File: src/rtl/reg_file_shadow.sv
// reg_file_shadow: 2**D x W register file with an accumulator-addressed read
// port, a companion-register secondary write, optional write-through bypass
// and a single-use shadow bank for saving and restoring a whole context.
module reg_file_shadow #(
    parameter int W      = 8,
    parameter int D      = 4,
    parameter int ACC    = 0,
    parameter int BYPASS = 1
) (
    input  logic         CLK,
    input  logic         Reset,
    input  logic         write_en,
    input  logic         wr_to_rs,
    input  logic [D-1:0] raddrA,
    input  logic [W-1:0] data_in,
    input  logic         wr2_en,
    input  logic [W-1:0] data_in2,
    input  logic         save,
    input  logic         restore,
    output logic [W-1:0] data_outA,
    output logic [W-1:0] data_outB,
    output logic         shadow_valid
);

    localparam int           DEPTH     = 1 << D;
    localparam logic [D-1:0] ACC_ADDR  = D'(ACC);
    localparam logic [D-1:0] COMP_ADDR = D'(ACC + 1);

    logic [W-1:0] regs   [DEPTH];
    logic [W-1:0] shadow [DEPTH];

    logic [D-1:0] waddr;
    logic         do_restore;
    logic         do_save;
    logic         wr1_act;
    logic         wr2_act;

    // Resolve this cycle's operation: reset beats a valid restore, and a valid
    // restore suppresses save and both writes; on an address clash the primary
    // write masks the secondary one, so everything downstream sees one winner.
    always_comb begin
        waddr      = wr_to_rs ? raddrA : ACC_ADDR;
        do_restore = restore && shadow_valid && !Reset;
        do_save    = save && !do_restore && !Reset;
        wr1_act    = write_en && !do_restore && !Reset;
        wr2_act    = wr2_en && !do_restore && !Reset
                     && !(wr1_act && (waddr == COMP_ADDR));
    end

    // Main bank update: clear, wholesale restore, or the two independent writes.
    always_ff @(posedge CLK) begin
        if (Reset) begin
            for (int i = 0; i < DEPTH; i++) begin
                regs[i] <= '0;
            end
        end else if (do_restore) begin
            for (int i = 0; i < DEPTH; i++) begin
                regs[i] <= shadow[i];
            end
        end else begin
            if (wr2_act) begin
                regs[COMP_ADDR] <= data_in2;
            end
            if (wr1_act) begin
                regs[waddr] <= data_in;
            end
        end
    end

    // Shadow bank snapshots the pre-edge main bank; a restore leaves it intact.
    always_ff @(posedge CLK) begin
        if (Reset) begin
            for (int i = 0; i < DEPTH; i++) begin
                shadow[i] <= '0;
            end
        end else if (do_save) begin
            for (int i = 0; i < DEPTH; i++) begin
                shadow[i] <= regs[i];
            end
        end
    end

    // Shadow context flag: set by a save, consumed by a restore.
    always_ff @(posedge CLK) begin
        if (Reset) begin
            shadow_valid <= 1'b0;
        end else if (do_restore) begin
            shadow_valid <= 1'b0;
        end else if (do_save) begin
            shadow_valid <= 1'b1;
        end
    end

    // rs read port; the write-activity terms already exclude reset and restore,
    // so bypass is automatically suppressed in those cycles.
    always_comb begin
        data_outA = regs[raddrA];
        if (BYPASS != 0) begin
            if (wr1_act && (waddr == raddrA)) begin
                data_outA = data_in;
            end else if (wr2_act && (COMP_ADDR == raddrA)) begin
                data_outA = data_in2;
            end
        end
    end

    // Accumulator read port with the same bypass priority as the rs port.
    always_comb begin
        data_outB = regs[ACC_ADDR];
        if (BYPASS != 0) begin
            if (wr1_act && (waddr == ACC_ADDR)) begin
                data_outB = data_in;
            end else if (wr2_act && (COMP_ADDR == ACC_ADDR)) begin
                data_outB = data_in2;
            end
        end
    end

endmodule
File: config.mk
export PLATFORM = sky130hd
export DESIGN_NAME = reg_file_shadow
export DESIGN_NICKNAME = d
export VERILOG_FILES = /design/src/rtl/reg_file_shadow.sv
export SDC_FILE = /design/constraint.sdc
export NUM_CORES = 1
export LEC_CHECK = 0
export ABC_AREA = 1
export CAP_MARGIN = 20
export CORE_ASPECT_RATIO = 0.75
export CORE_MARGIN = 2
export CORE_UTILIZATION = 61
export CTS_CLUSTER_SIZE = 8
export DETAILED_ROUTE_END_ITERATION = 8
export GPL_ROUTABILITY_DRIVEN = 0
export MAX_ROUTING_LAYER = met4
export PLACE_DENSITY = 0.8
export SETUP_SLACK_MARGIN = 0.5
export SLEW_MARGIN = 15
export SYNTH_ARGS = -nofsm -noshare
export SYNTH_HDL_FRONTEND = slang
export SYNTH_SLANG_ARGS = --single-unit
File: constraint.sdc
create_clock -name CLK -period 7.2 [get_ports CLK]
set_input_delay 1.44 -clock CLK [delete_from_list [all_inputs] [get_ports CLK]]
set_output_delay 1.44 -clock CLK [all_outputs]
set_load 0.05 [all_outputs]
# Word-level counts from Yosys, hierarchy flattened
# Memory sizes are Yosys's and may differ from the RTL's.
# Cells that the tools add are included.
# classes
eq_ne	3
muxes	56
bitwise_logic	33
n_reduce_logical	19
# op_table
op	n
two-way mux 8 bit	37
bitwise OR 1 bit	33
two-way mux 1 bit	17
logical AND 1 bit	13
two-way mux 4 bit	2
OR reduction 8 bit	1
== test 1 x 4 -> 1 bit (first input constant)	1
== test 4 x 1 -> 1 bit (second input constant)	1
== test 4 bit	1
logical NOT 4 bit	1
logical NOT 1 bit	3
OR reduction 2 bit	1
# word_totals
reg_bits	1
mem_bits_rw	256
input_bits	27
output_inout_bits	17
word_cells	114
n_memories	2
# memory_table
name	depth	width	read_ports	rd_ports_with_merged_regs	wr	line	text
regs	16	8	17	0	16	29	logic [W-1:0] regs [DEPTH];
shadow	16	8	16	0	16	30	logic [W-1:0] shadow [DEPTH];

# Longest topological paths before layout
# logic_depth
depth_word	13
depth_mapped	13

# Worst setup path before layout
# Ideal clock, no wire load.
# synth_path
kind	input port to flip-flop
from	input port Reset
to	memory shadow[0][0], enable pin
arrival_ns	4.377
required_time_ns	6.089
setup_slack_ns	1.712
path_stages	5
path_buffers	3
path_cell_list	buf_2 -> clkinv_2 -> clkbuf_1 -> buf_1 -> nand2_1
# synth_lines
element	line	text
start: declaration	11	input logic Reset,
end: declaration	30	

# Final worst setup path
# layout_path
from	input port raddrA[2]
to	output port data_outB[3]
# layout_between
elab_chain_cells	4
# layout_rtl
element	line	text
start: declaration	14	input logic [D-1:0] raddrA,
two-way mux 4 bit	42	waddr = wr_to_rs ? raddrA : ACC_ADDR;
logical NOT 4 bit	111	if (wr1_act && (waddr == ACC_ADDR)) begin
logical AND 1 bit	111	
two-way mux 8 bit	111	
end: declaration	21	output logic [W-1:0] data_outB,
# No other way between the ends.

==> flow_results.org <==
** Pwr
- Clk network pwr share :: 42.2%
- Summed over all cells, the static leakage comes to 0.00551 uW.
- For this design the total switching power over the nets is 931 uW.
- Largest voltage drop on the vdd net :: 220 uV
- In this run the power density over the cells is 283 mW/mm2.
- Combinational Power Share :: 9.9%
- Cell internal power was estimated by the tool at 2900 uW.
- Of the total power, the share spent switching nets is 24.3%.
- Sum of internal, switching and leakage power :: 3830 uW
- Sequential power share :: 47.9%

** STA
- # setup viols final :: 0
- Final Skew :: 0.0153 ns
- Max-slew headroom :: 36.3%
- Static timing analysis puts the maximum clock frequency at 163 MHz.
- Fin crit period :: 6.15 ns
- Final max-slew violation count :: 0
- Hold Vio Cnt, Final :: 0
- Slew at the pin closest to its max-slew limit :: 0.950 ns
- Summed negative setup slack over all endpoints :: 0 ns
- Final clock period utilization by the worst path :: 85.5%
- Setup repair after global routing left no endpoint under its margin.

** Routing
- In the final routed layout, each cell accounts on average for 20.2 um.
- Average vias per placed instance :: 5.98
- The detailed router placed 9106 vias in this run.
- In this run the remaining antenna-violating nets after routing total 0.
- Total routed wirelength :: 30800 um
- After detailed routing, the number of remaining DRC violations is 0.
- The pre-antenna-repair detailed-routing pass consisted of 6 iterations.
- The first routing iteration left 1278 violations.

** Global routing
- The number of global-route vias before repair is 8517.
- Aggregate global-route resource usage :: 31.5%
- Remaining Overflow, GRT :: 0
- The first global-routing pass estimated 47400 um of wire.
- The number of antenna violations at the first check in global routing is 0.
- Largest net degree at the start of global routing :: 82

** Setup path
- The worst setup path is of the input pin to output port kind.
- At the worst endpoint, the arrival time is 4.71 ns.
- Critical Path Start Type :: input pin
- In this run the register-to-register setup slack is 4.37 ns.
- In this run the critical register-to-register path is launched from shadow_valid$_SDFFE_PP0P_.
- For the worst setup path, the data required time is 5.76 ns.
- In this run the critical register-to-register path is captured at shadow[0][9]$_SDFFCE_PN0P_.
- The most critical setup path has its startpoint at raddrA[2].
- Cell count of the worst reg-to-reg path :: 6
- STA classifies the critical path endpoint as an output port.
- Maximum net fanout on the critical path :: 17

** Run status
- The run finished with clean final reports.

** Job
- Max-cap violations :: 0

** Placement
- The wire-length estimate of the detail-placed layout is 19000 um.
- After detailed placement, the design holds a cell count of 1469.
- Area after detailed placement :: 0.0124 mm2
- Port buffering added 43 buffers.

** Floorplan
- In this run the count of I/O pins placed on the die edge is 44.
- The core region is 0.0192 mm2.
- Initial standard-cell utilization of the core :: 61.7%
- DIE WIDTH :: 165 um
- Die footprint :: 0.0206 mm2
- In this run the core area contains 44 standard-cell rows.
- Measured along the y axis, the die boundary spans 125 um.

** CTS
- TritonCTS built the clock tree.
- CTS saw 257 sinks.
- H-Tree Depth :: 2
- Number of buffers inserted for hold repair after clock tree synthesis :: 0
- Cell at the root of the clock tree :: clkbuf_16
- Once the clock tree was built, the resizer swapped 0 gates to a different size.
- After clock tree synthesis, the setup repair step added 0 buffers.
- Number of buffers inserted during clock tree synthesis :: 38
- Clock slew at the register clock pins of the worst setup and hold paths :: 0.04 ns
- Deepest clock path buffer count :: 3
- Latest clock arrival within the worst-skew pair :: 0.52 ns

** Layout
- Number of inserted filler cells in the final layout :: 1388
- Register area :: 0.00771 mm2
- Layout Cells excl Fill :: 1523
- Post-route cell area :: 0.0135 mm2
- Final core area utilization :: 70.3%
- Synth-to-Final Area Change :: 13.8%
- Of the cells placed in the final design, the portion with a size suffix greater than 1 is 6.62%.
- Nets :: 1284
- Summing all multi-input logic gate instances after layout gives 0.00328 mm2.

** Yosys
- The mapped netlist covers 0.0119 mm2.
- edfxtp_1 takes more of the synthesized area than any other cell.
- Yosys warns :: 0
- Summing the sequential cell areas from Yosys gives 65.0% of the chip area.
- The synthesized netlist contains 25 unique library cells.
- Summed over its instances, the top area cell type makes up 64.8% of the synthesized netlist area.
- Dividing the synthesized area by the synthesized cell count gives 9.66 um2.
- Number of register bits inferred by synthesis :: 257
- When the netlist entered floorplanning its net count stood at 1255.
- Ranked by total cell area, the synthesized netlist is headed by edfxtp_1 (65%), nand2_1 (8.8%), nor2_1 (5.5%), inv_1 (5.1%), nand3_1 (4.9%).
- Gate count after technology mapping :: 1228

** Min path
- Min-delay src :: shadow_valid$_SDFFE_PP0P_
- Number of stages on the worst hold path :: 2
- For hold timing, the worst endpoint is shadow_valid$_SDFFE_PP0P_.
- Hold/Removal Path Class :: flop to flop
layout make-up:
cell class	count	area share [%]
clock inverter	1	0.0649
sequential	257	57.1
multi-input combinational	738	24.3
inverter	168	4.68
tap	253	2.34
timing repair buffer	54	3.67
antenna	2	0.0371
clock buffer	50	7.85
layer usage:
| metal | track usage (%) | wire length, um | part of all wire (%) |
|---|---|---|---|
| met2 | 42.8 | 13200 | 43 |
| met1 | 47.9 | 12700 | 41 |
| met5 | - | 0 | 0 |
| met4 | 8.29 | 696 | 2.3 |
| met3 | 7.76 | 4130 | 13 |
Yosys cell counts (all sizes together):
library cell and count:
a21oi 13, buf 22, or2 1, o211ai 22, nand4 1, nor3 4
edfxtp 256, nand3 120, clkbuf 43, o21ai 120, nand2 281, dfxtp 1
inv 166, nor2 176, clkinv 2
critical path, cell delays in order:
cell and delay, ns:
clkdlybuf4s50_1 0.62, inv_1 0.53, a21oi_1 0.15, nor3_2 0.81
nand2_1 0.17, o21ai_0 0.15, clkdlybuf4s50_1 0.83
power groups by stage:
stage          Clock [uW]  Sequential, uW  Combinational (uW)
6_report             1610            1830                 378
3_5_place_dp            0            1860                 365
3_3_place_gp            0            1850                 359
5_1_grt              1670            1840                 408
2_1_floorplan           0            1850                 238
4_1_cts              1600            1830                 369
cell usage in the layout (no fill, tap or decap), types with 3 or more instances in the layout:
cell type and n:
a21oi_1 13, buf_4 18, clkbuf_1 9, clkbuf_16 41
clkdlybuf4s50_1 33, edfxtp_1 256, inv_1 162, inv_2 4
nand2_1 275, nand2_2 4, nand3_1 117, nand3_2 3
nor2_1 174, o211ai_1 22, o21ai_0 88, o21ai_1 32
flip-flops by register name, summed over array words and instances (netlist names):
signal	count
shadow	128
shadow_valid	1
regs	128
per-stage QoR:
| step | hold WS (ns) | setup slack (ns) |
|---|---|---|
| 2_1_floorplan | 0.495 | 1.71 |
| 3_3_place_gp | 0.458 | 1.26 |
| 3_5_place_dp | 0.475 | 1.17 |
| 4_1_cts | 0.481 | 1.15 |
| 5_1_grt | 0.500 | 0.854 |
| 6_report | 0.478 | 1.05 |
worst max-delay path by stage:
| stage | end | slack, ns |
|---|---|---|
| 3_3_place_gp | data_outB[2] | 1.26 |
| 4_1_cts | data_outB[3] | 1.15 |
| 2_1_floorplan | shadow[0][0]$_SDFFCE_PN0P_ | 1.71 |
| 6_report | data_outB[3] | 1.05 |
| 5_1_grt | data_outB[2] | 0.85 |
| 3_5_place_dp | data_outB[3] | 1.17 |
logic make-up after synthesis:
group	share of synthesized area, %
and+or+nand+nor	20.5
DFF	65.0
AOI/OAI and AO/OA	7.00
buffers and inverters	7.56
Power figures use the tool's default switching activity.
